==> src/rtl/vga_timing_monitor.sv <==
// vga_timing_monitor: receive-side raster checker on the pixel-clock domain.
// It measures line and frame totals and sync widths from the active-low
// hsync/vsync. It declares lock after LOCK_FRAMES consecutive identical
// frames and flags loss of signal when hsync falls stop arriving. It also
// captures one pixel at (SAMPLE_X, SAMPLE_Y) in raster-counter coordinates.
module vga_timing_monitor #(
  parameter int CW          = 13,
  parameter int LOCK_FRAMES = 2,
  parameter int H_TIMEOUT   = 8191,
  parameter int SAMPLE_X    = 300,
  parameter int SAMPLE_Y    = 100
) (
  input  logic          clk,
  input  logic          rst,
  input  logic          hsync,
  input  logic          vsync,
  input  logic [3:0]    red,
  input  logic [3:0]    green,
  input  logic [3:0]    blue,
  output logic [CW-1:0] h_total,
  output logic [CW-1:0] h_sync_w,
  output logic [CW-1:0] v_total,
  output logic [CW-1:0] v_sync_w,
  output logic          frame_start,
  output logic          locked,
  output logic          no_signal,
  output logic [11:0]   sample_rgb,
  output logic          sample_valid
);

  localparam logic [CW-1:0] CNT_MAX   = {CW{1'b1}};
  localparam logic [CW-1:0] CNT_ZERO  = {CW{1'b0}};
  localparam logic [CW-1:0] CNT_ONE   = {{(CW-1){1'b0}}, 1'b1};
  localparam logic [CW-1:0] TIMEOUT_V = CW'(H_TIMEOUT);
  localparam logic [CW-1:0] SAMPLE_XV = CW'(SAMPLE_X);
  localparam logic [CW-1:0] SAMPLE_YV = CW'(SAMPLE_Y);
  localparam logic [2:0]    LOCK_N    = 3'(LOCK_FRAMES);

  typedef enum logic [1:0] {
    ST_NOSIG   = 2'd0,
    ST_ACQUIRE = 2'd1,
    ST_LOCKED  = 2'd2
  } state_t;

  // Counters stick at all-ones rather than wrapping, so a stalled sync never
  // aliases back onto a plausible measurement.
  function automatic logic [CW-1:0] sat_inc(input logic [CW-1:0] v);
    sat_inc = (v == CNT_MAX) ? CNT_MAX : v + CNT_ONE;
  endfunction

  state_t        state_q, state_d;
  logic          hs_dly_q, hs_dly_d, vs_dly_q, vs_dly_d;
  logic [CW-1:0] hcnt_q, hcnt_d, vcnt_q, vcnt_d;
  logic [CW-1:0] h_total_q, h_total_d, h_sync_w_q, h_sync_w_d;
  logic [CW-1:0] v_total_q, v_total_d, v_sync_w_q, v_sync_w_d;
  logic [CW-1:0] prev_h_total_q, prev_h_total_d, prev_h_sync_w_q, prev_h_sync_w_d;
  logic [CW-1:0] prev_v_total_q, prev_v_total_d, prev_v_sync_w_q, prev_v_sync_w_d;
  logic          prev_valid_q, prev_valid_d;
  logic [2:0]    match_cnt_q, match_cnt_d;
  logic          frame_start_q, frame_start_d;
  logic          locked_q, locked_d, no_signal_q, no_signal_d;
  logic [11:0]   sample_rgb_q, sample_rgb_d;
  logic          sample_valid_q, sample_valid_d;

  logic          hs_fall_s, hs_rise_s, vs_fall_s, vs_rise_s;
  logic [CW-1:0] v_total_new_s;
  logic          sample_hit_s, timeout_s, frame_match_s, frame_miss_s;

  assign hs_fall_s     = hs_dly_q & ~hsync;
  assign hs_rise_s     = ~hs_dly_q & hsync;
  assign vs_fall_s     = vs_dly_q & ~vsync;
  assign vs_rise_s     = ~vs_dly_q & vsync;
  assign v_total_new_s = sat_inc(vcnt_q);

  // Raster counters, timing measurements and pixel capture.
  always_comb begin
    hs_dly_d       = hsync;
    vs_dly_d       = vsync;
    hcnt_d         = hcnt_q;
    vcnt_d         = vcnt_q;
    h_total_d      = h_total_q;
    h_sync_w_d     = h_sync_w_q;
    v_total_d      = v_total_q;
    v_sync_w_d     = v_sync_w_q;
    sample_rgb_d   = sample_rgb_q;
    sample_valid_d = 1'b0;
    sample_hit_s   = 1'b0;

    if (hs_fall_s) begin
      h_total_d = sat_inc(hcnt_q);
      hcnt_d    = CNT_ZERO;
    end else begin
      hcnt_d    = sat_inc(hcnt_q);
    end

    // The fall cycle itself is a low clock, so the width is hcnt + 1.
    if (hs_rise_s) begin
      h_sync_w_d = sat_inc(hcnt_q);
    end else begin
      h_sync_w_d = h_sync_w_q;
    end

    // A frame edge outranks the coincident line edge.
    if (vs_fall_s) begin
      v_total_d = v_total_new_s;
      vcnt_d    = CNT_ZERO;
    end else if (hs_fall_s) begin
      vcnt_d    = sat_inc(vcnt_q);
    end else begin
      vcnt_d    = vcnt_q;
    end

    // vsync normally rises on a line edge that has not yet bumped vcnt.
    if (vs_rise_s) begin
      v_sync_w_d = hs_fall_s ? sat_inc(vcnt_q) : vcnt_q;
    end else begin
      v_sync_w_d = v_sync_w_q;
    end

    sample_hit_s = (hcnt_q == SAMPLE_XV) && (vcnt_q == SAMPLE_YV) &&
                   (hcnt_q != CNT_MAX) && (vcnt_q != CNT_MAX) &&
                   (state_q != ST_NOSIG);
    if (sample_hit_s) begin
      sample_rgb_d   = {red, green, blue};
      sample_valid_d = 1'b1;
    end else begin
      sample_rgb_d   = sample_rgb_q;
      sample_valid_d = 1'b0;
    end
  end

  // Frame-to-frame comparison, lock counting and the lock state machine.
  always_comb begin
    prev_h_total_d  = prev_h_total_q;
    prev_h_sync_w_d = prev_h_sync_w_q;
    prev_v_total_d  = prev_v_total_q;
    prev_v_sync_w_d = prev_v_sync_w_q;
    prev_valid_d    = prev_valid_q;
    match_cnt_d     = match_cnt_q;
    state_d         = state_q;
    frame_start_d   = vs_fall_s;
    timeout_s       = (hcnt_d == TIMEOUT_V);

    frame_match_s = prev_valid_q &&
                    (prev_h_total_q  == h_total_q) &&
                    (prev_h_sync_w_q == h_sync_w_q) &&
                    (prev_v_total_q  == v_total_new_s) &&
                    (prev_v_sync_w_q == v_sync_w_q);
    frame_miss_s  = vs_fall_s && prev_valid_q && !frame_match_s;

    if (vs_fall_s) begin
      prev_h_total_d  = h_total_q;
      prev_h_sync_w_d = h_sync_w_q;
      prev_v_total_d  = v_total_new_s;
      prev_v_sync_w_d = v_sync_w_q;
      prev_valid_d    = 1'b1;
    end else begin
      prev_valid_d    = prev_valid_q;
    end

    // A vs_fall seen while still in NOSIG only primes prev_*.
    if (state_q == ST_NOSIG) begin
      match_cnt_d = 3'd0;
    end else if (vs_fall_s && prev_valid_q) begin
      if (frame_match_s) begin
        match_cnt_d = (match_cnt_q >= LOCK_N) ? LOCK_N : match_cnt_q + 3'd1;
      end else begin
        match_cnt_d = 3'd0;
      end
    end else begin
      match_cnt_d = match_cnt_q;
    end

    case (state_q)
      ST_NOSIG:   state_d = hs_fall_s ? ST_ACQUIRE : ST_NOSIG;
      ST_ACQUIRE: state_d = (match_cnt_d == LOCK_N) ? ST_LOCKED : ST_ACQUIRE;
      ST_LOCKED:  state_d = frame_miss_s ? ST_ACQUIRE : ST_LOCKED;
      default:    state_d = ST_NOSIG;
    endcase

    // Timeout wins over everything; measurements are left untouched.
    if (timeout_s) begin
      state_d      = ST_NOSIG;
      match_cnt_d  = 3'd0;
      prev_valid_d = 1'b0;
    end else begin
      state_d      = state_d;
    end

    locked_d    = (state_d == ST_LOCKED);
    no_signal_d = (state_d == ST_NOSIG);
  end

  // State register for every flop in the block.
  always_ff @(posedge clk or posedge rst) begin
    if (rst) begin
      state_q         <= ST_NOSIG;
      hs_dly_q        <= 1'b1;
      vs_dly_q        <= 1'b1;
      hcnt_q          <= CNT_ZERO;
      vcnt_q          <= CNT_ZERO;
      h_total_q       <= CNT_ZERO;
      h_sync_w_q      <= CNT_ZERO;
      v_total_q       <= CNT_ZERO;
      v_sync_w_q      <= CNT_ZERO;
      prev_h_total_q  <= CNT_ZERO;
      prev_h_sync_w_q <= CNT_ZERO;
      prev_v_total_q  <= CNT_ZERO;
      prev_v_sync_w_q <= CNT_ZERO;
      prev_valid_q    <= 1'b0;
      match_cnt_q     <= 3'd0;
      frame_start_q   <= 1'b0;
      locked_q        <= 1'b0;
      no_signal_q     <= 1'b1;
      sample_rgb_q    <= 12'h000;
      sample_valid_q  <= 1'b0;
    end else begin
      state_q         <= state_d;
      hs_dly_q        <= hs_dly_d;
      vs_dly_q        <= vs_dly_d;
      hcnt_q          <= hcnt_d;
      vcnt_q          <= vcnt_d;
      h_total_q       <= h_total_d;
      h_sync_w_q      <= h_sync_w_d;
      v_total_q       <= v_total_d;
      v_sync_w_q      <= v_sync_w_d;
      prev_h_total_q  <= prev_h_total_d;
      prev_h_sync_w_q <= prev_h_sync_w_d;
      prev_v_total_q  <= prev_v_total_d;
      prev_v_sync_w_q <= prev_v_sync_w_d;
      prev_valid_q    <= prev_valid_d;
      match_cnt_q     <= match_cnt_d;
      frame_start_q   <= frame_start_d;
      locked_q        <= locked_d;
      no_signal_q     <= no_signal_d;
      sample_rgb_q    <= sample_rgb_d;
      sample_valid_q  <= sample_valid_d;
    end
  end

  assign h_total      = h_total_q;
  assign h_sync_w     = h_sync_w_q;
  assign v_total      = v_total_q;
  assign v_sync_w     = v_sync_w_q;
  assign frame_start  = frame_start_q;
  assign locked       = locked_q;
  assign no_signal    = no_signal_q;
  assign sample_rgb   = sample_rgb_q;
  assign sample_valid = sample_valid_q;

endmodule

==> config.mk <==
export PLATFORM = sky130hd
export DESIGN_NAME = vga_timing_monitor
export DESIGN_NICKNAME = d
export VERILOG_FILES = /design/src/rtl/vga_timing_monitor.sv
export SDC_FILE = /design/constraint.sdc
export NUM_CORES = 1
export LEC_CHECK = 0
export ABC_AREA = 0
export CAP_MARGIN = 30
export CORE_ASPECT_RATIO = 0.5
export CORE_MARGIN = 2
export CORE_UTILIZATION = 35
export DETAILED_ROUTE_END_ITERATION = 10
export GPL_TIMING_DRIVEN = 1
export PLACE_DENSITY = 0.63
export SETUP_SLACK_MARGIN = 0.5
export SLEW_MARGIN = 20
export SYNTH_ARGS = -nofsm -noshare
export SYNTH_HDL_FRONTEND = slang
export SYNTH_SLANG_ARGS = --single-unit
==> constraint.sdc <==
create_clock -name clk -period 5.1 [get_ports clk]
set_input_delay 0.765 -clock clk [delete_from_list [all_inputs] [get_ports clk]]
set_output_delay 0.765 -clock clk [all_outputs]
set_load 0.005 [all_outputs]
==> impl_metrics.csv, run 1 <==
group,metric,value,unit
sta,min_period,3.33,ns
placement,dp_slack,1.85,ns
clock_tree,clock_sinks,141,
synthesis,synth_fa_ha_area_frac,0.0110,
hold_path,hp-start,"prev_h_total_q[12]",
sta,finalMaxSlewViolations,0,
placement,dp_hpwl,12600,um
placement,numPortBuffers,83,
cells_and_area,final_cells,1068,
worst_setup_path,arrival,3.66,ns
sta,rsz0062_at_grt,"false",
placement,dp.cells,1034,
drt,drc_errors,0,
clock_tree,postCtsSetupBuffers,0,
worst_setup_path,end_kind,"flop",
clock_tree,hold_buffers,0,
cells_and_area,drive_gt1_frac,0.0865,
pwr,p_per_area,357,nW/um^2
synthesis,yosysUniqueCellTypes,63,
synthesis,syn-mean-instance-area,9.33,sq um
clock_tree,cts_buffer_depth,2,
die,start_util,0.363,
die,dieArea,20600,sq um
drt,vias_per_cell,5.12,
job,cap_violations,0,
drt,ant_nets,0,
worst_setup_path,cp_top_family,"simple AND/OR/NAND/NOR gates",
synthesis,synth_top_family_by_area,"simple AND/OR/NAND/NOR gates",
worst_setup_path,slowest_delay,0.90,ns
worst_setup_path,path_cells,"ha_1 -> nand3_1 -> nor4_2 -> a21oi_1 -> xor2_1 -> nand4b_1 -> or3_1 -> a211oi_2",
sta,finalSetupViolations,0,
sta,setup-tns-final,0,ns
worst_setup_path,cp_num_buf_inv,0,
synthesis,synth.area.mux_share,0.0245,
sta,min_period_over_period,0.653,
worst_setup_path,cpMaxStageDelayCell,"nor4_2",
global_routing,grt.overflow.total,0,
clock_tree,cts_tree,"yes",
synthesis,synth_edf_count,0,
synthesis,yosys.area.top_type,"dfrtp_1",
sta,fin_ws,1.77,ns
cells_and_area,nNetsFinal,818,
global_routing,antenna_found_initial,0,
cells_and_area,fin_util,0.452,
drt,vias,5472,
status,status,"complete, no violations",
cells_and_area,n_fill_cell,1803,
drt,wirelength,18100,um
cells_and_area,regArea,3530,sq um
clock_tree,cts_buffers,17,
cells_and_area,multiInputGateArea,3010,sq um
synthesis,netlist.area_leader.share,0.508,
hold_path,min-delay-path-class,"reg -> reg",
synthesis,synth_nets,750,
sta,skew,0.0125,ns
placement,place_congestion,0.920,
global_routing,grt_first_pass_wirelength,29200,um
synthesis,syn_area,6800,sq um
clock_tree,cts.htree.levels,4,
sta,hold_violations,0,
worst_setup_path,crit_required,5.44,ns
synthesis,ys_seq_elements,141,
synthesis,yosysMostFrequentCell,"nand2_1",
drt,drtPass1Iterations,5,
clock_tree,root_buffer,"clkbuf_16",
global_routing,first_global_vias,5255,
cells_and_area,area_growth,24.3,%
worst_setup_path,critPathKind,"reg -> reg",
synthesis,ys_seq_area_frac,0.520,
synthesis,synth_common_cells,"nand2_1, dfrtp_1, nor2_1, o21ai_0, xnor2_1",
clock_tree,ctsResizeCount,0,
global_routing,grt_max_degree,87,
cells_and_area,diodes,0,
die,core,18700,sq um
drt,drt_iter0_markers,497,
global_routing,track_usage,0.182,
drt,wire_per_inst,16.9,um
clock_tree,path_clk_slew,0.06,ns
synthesis,synthXorXnorAreaFrac,0.0690,
pwr,ir_drop,0.254,mV
worst_setup_path,critPathLaunchType,"flop",
die,fp.dieW,201,um
synthesis,synth_compound_area_frac,0.111,
die,rows,35,
worst_setup_path,startpoint,"vcnt_q[0]",
die,fp.dieH,103,um
die,ios,84,
sta,worstMarginPinSlew,0.973,ns
cells_and_area,fin_area,8450,sq um
synthesis,async_flop_share,1.00,
synthesis,synthTopCellsByArea,"dfrtp_1, nand2_1, xnor2_1",
synthesis,yosys.area_share.simple,0.227,
worst_setup_path,reg2reg_from,"vcnt_q[0]",
synthesis,syn_inst,728,
pwr,leakagePower,3.67,nW
sta,relSlewSlack,0.346,
synthesis,ys.flop_type,"dfrtp_1",
clock_tree,clk_latency,0.42,ns
placement,placed_area,7820,sq um
sta,fmax,300,MHz
worst_setup_path,crit_fanout,10,
synthesis,ys_warn_count,0,
## flip-flops by register name (all words and copies together), names as in the netlist, 2 cells and up
signal and count:
hcnt_q 13, prev_v_sync_w_q 13, v_sync_w 13, state_q 2, vcnt_q 13, sample_rgb 12
prev_h_sync_w_q 13, prev_h_total_q 13, h_total 13, match_cnt_q 3, h_sync_w 13, prev_v_total_q 13
## routing by layer
| layer | routed length, um | global-route usage | share of wire |
|---|---|---|---|
| met1 | 8840 | 0.261 | 0.49 |
| met2 | 8300 | 0.285 | 0.46 |
| met3 | 695 | 0.0357 | 0.038 |
| met4 | 235 | 0.0490 | 0.013 |
| met5 | 0 | 0 | 0 |
## where the power goes
| group | leakage, nW | internal [mW] | switching (mW) | total (mW) |
|---|---|---|---|---|
| clock | 0.291 | 0.777 | 0.502 | 1.28 |
| sequential | 1.90 | 1.20 | 0.115 | 1.31 |
| combinational | 1.48 | 0.199 | 0.224 | 0.423 |
## cell families after synthesis
family                     count (synthesis)
adders and majority gates                  6
and+or+nand+nor                          334
buffers and inverters                     59
xor gates and xnor gates                  52
AOI/OAI and AO/OA                        121
muxes                                     15
DFF                                      141
## placed cells by master (no fill, tap or decap), types with 3 or more instances in the layout
master           synthesis  final
nand2_1                176    176
dfrtp_1                138    138
clkdlybuf4s50_1          0     83
nor2_1                  61     61
o21ai_0                 48     48
xnor2_1                 45     45
a21oi_1                 21     21
nand3_1                 18     18
clkbuf_16                0     17
nand4_1                 16     16
mux2_2                  13     13
inv_1                   14     13
a31oi_1                 12     12
nand2b_1                 8      8
nor4_1                   9      8
nor2b_1                  8      8
nor3_1                   8      8
buf_4                    7      8
and4_1                   6      6
xor2_1                   6      6
o22ai_1                  6      6
ha_1                     6      6
inv_6                    0      4
o31ai_1                  4      4
nor4b_1                  3      3
nand4b_1                 3      3
or4_1                    3      3
and3_1                   3      3
a41oi_1                  3      3
o211ai_1                 3      3
o21a_1                   3      3
clkbuf_1                28      3
bufinv_16                0      3
dfstp_2                  3      3
## per-stage QoR
stage          hold WS (ns)  power [mW]
2_1_floorplan         0.451        1.54
3_3_place_gp          0.470        1.74
3_5_place_dp          0.484        1.75
4_1_cts               0.499        3.04
5_1_grt               0.521        3.15
6_report              0.497        3.02
## area by class of cell
cell class              count  share of cell area
repair buffers             93               0.109
inverters                  15             0.00726
flip-flops and latches    141               0.418
well taps                 259              0.0384
clock buffers              20              0.0517
clock inverters            12              0.0193
multi-input cells         528               0.357
## final timing paths
| check | endpoint | slack (ns) | cells past startpoint |
|---|---|---|---|
| setup / recovery | match_cnt_q[0] | 1.77 | 8 |
| hold / removal | prev_h_total_q[12] | 0.50 | 2 |
| setup reg to reg | match_cnt_q[0] | 1.77 | 8 |
| hold reg to reg | prev_h_total_q[12] | 0.50 | 2 |
| max in group asynchronous | vcnt_q[10] | 3.25 | 3 |
| min in group asynchronous | h_sync_w[0] | 0.87 | 2 |
## worst reg2reg max path: stages (launching register included)
cell and delay, ns:
dfrtp_1 0.56, ha_1 0.35, nand3_1 0.27, nor4_2 0.90, a21oi_1 0.18, xor2_1 0.19
nand4b_1 0.17, or3_1 0.42, a211oi_2 0.22
(Power assumes the default switching activity.)
==> run 2, diff against run 1 <==
clock period = 3.2 ns   (was 5.1 ns; I/O delays follow)
==> run 2 against run 1 <==
Wire length rose by 7.3%. Final cell count rose by 3.2%. Final area rose by 4.3%. Sequential share of layout area fell by 1.6 points. Sequential cell count did not move. Largest power group unchanged. Critical path type unchanged. Register-to-register slack got worse by 1.2 ns.
==> impl_metrics.csv, run 2 (synthesis gave the netlist of run 1 again) <==
group,metric,value,unit
cells_and_area,fin_area,8810,sq um
pwr,leakagePower,3.85,nW
hold_path,whs_endpoint,"prev_h_sync_w_q[12]",
clock_tree,cts_buffers,17,
worst_setup_path,path_cells,"nor2b_1 -> a2111o_1 -> nor4_1 -> buf_4 -> nand4_1 -> a2111o_1 -> o21bai_2 -> nor2b_4 -> and3b_1",
placement,placed_area,7960,sq um
cells_and_area,drive_gt1_frac,0.149,
drt,vias_per_cell,5.18,
sta,worstMarginPinSlew,0.891,ns
sta,rsz0062_at_grt,"false",
sta,min_period_over_period,0.817,
drt,wirelength,19400,um
sta,min_period,2.61,ns
worst_setup_path,cp_num_buf_inv,1,
global_routing,first_global_vias,5396,
cells_and_area,fin_util,0.471,
clock_tree,clock_sinks,141,
sta,fmax,383,MHz
global_routing,grt.overflow.total,0,
global_routing,grt_first_pass_wirelength,30300,um
die,dieArea,20600,sq um
drt,drc_errors,0,
worst_setup_path,critPathKind,"reg -> reg",
pwr,p_per_area,550,nW/um^2
worst_setup_path,reg2reg_depth,9,
worst_setup_path,reg2reg_from,"vcnt_q[12]",
worst_setup_path,path_common_cell,"a2111o_1",
worst_setup_path,end_kind,"flop",
cells_and_area,layout_common_cells,"nand2_1, dfrtp_1, clkdlybuf4s50_1, nor2_1, o21ai_0",
drt,drt_iter0_markers,454,
die,start_util,0.363,
sta,hold_violations,0,
cells_and_area,nNetsFinal,852,
sta,relSlewSlack,0.406,
worst_setup_path,path_depth,9,
placement,numPortBuffers,83,
die,fp.dieH,103,um
worst_setup_path,cp_top_family,"compound AO/OA/AOI/OAI gates",
status,status,"complete, no violations",
worst_setup_path,critPathLaunchType,"flop",
worst_setup_path,crit_required,3.56,ns
clock_tree,hold_buffers,0,
pwr,ir_drop,0.396,mV
clock_tree,path_clk_slew,0.06,ns
clock_tree,cts_tree,"yes",
cells_and_area,area_growth,29.7,%
die,core,18700,sq um
die,ios,84,
sta,finalSetupViolations,0,
hold_path,whs_path_depth,2,
global_routing,grt_max_degree,70,
placement,dp_hpwl,13500,um
cells_and_area,final_common_cell,"nand2_1",
sta,setup-tns-final,0,ns
worst_setup_path,r2r_end,"match_cnt_q[2]",
drt,vias,5709,
die,rows,35,
global_routing,antenna_found_initial,0,
clock_tree,root_buffer,"clkbuf_16",
drt,drtPass1Iterations,4,
hold_path,min-delay-path-class,"reg -> reg",
worst_setup_path,crit_fanout,5,
global_routing,track_usage,0.193,
sta,finalMaxSlewViolations,0,
hold_path,hp-start,"prev_h_sync_w_q[12]",
worst_setup_path,rrSetupSlack,0.59,ns
drt,wire_per_inst,17.6,um
sta,skew,0.0102,ns
cells_and_area,diodes,0,
job,cap_violations,0,
clock_tree,clk_latency,0.42,ns
worst_setup_path,slowest_delay,0.44,ns
drt,ant_nets,0,
clock_tree,cts.htree.levels,4,
worst_setup_path,cpMaxStageDelayCell,"dfrtp_1",
worst_setup_path,arrival,2.97,ns
placement,place_congestion,0.908,
die,fp.dieW,201,um
clock_tree,cts_buffer_depth,2,
## run 2: layer usage
metal,global-route usage,vias to the layer above,part of all wire
met3,0.0363,27,0.048
met1,0.279,2839,0.48
met4,0.0604,0,0.015
li1,-,2690,-
met5,0,-,0
met2,0.295,153,0.46
## run 2: repair_timing
action                                  4_1_cts  5_1_grt
endpoints found under the setup margin        8        8
gates cloned                                  0        0
pin swaps                                     1       14
buffers inserted                              0       21
gates resized for setup                      19       13
## run 2: worst max path at each step
stage / to / startpoint / slack (ns)
4_1_cts: match_cnt_q[0] / vcnt_q[0] / 0.51
2_1_floorplan: match_cnt_q[2] / hcnt_q[0] / 0.64
3_3_place_gp: match_cnt_q[2] / hcnt_q[0] / 0.33
6_report: match_cnt_q[2] / vcnt_q[12] / 0.59
5_1_grt: match_cnt_q[2] / vcnt_q[5] / 0.49
3_5_place_dp: match_cnt_q[2] / vcnt_q[1] / 0.20
## run 2: cell type report
type                       instances  area, sq um
clock inverter                    13          140
multi-input combinational        528         3120
fill                            1738         9890
sequential                       141         3540
tap                              259          324
clock buffer                      19          443
timing repair buffer             127         1190
inverter                          15         60.1
## run 2: tightest hold or removal path: stages (launching register included)
cell and delay (ns):
dfrtp_1 0.35, nand2_1 0.05, nand2_1 0.06
## run 2: where the power goes
group	internal [mW]	switching, mW	leakage (nW)
registers	1.91	0.150	1.89
logic	0.388	0.418	1.68
clock network	1.17	0.809	0.276
## run 2: metrics by stage
stage	hold WS, ns	power, mW	cells	setup WS, ns
5_1_grt	0.516	5.06	1102	0.487
6_report	0.495	4.85	1102	0.586
3_3_place_gp	0.475	2.86	1049	0.331
3_5_place_dp	0.483	2.87	1049	0.205
4_1_cts	0.500	4.87	1081	0.506
2_1_floorplan	0.451	2.45	728	0.638
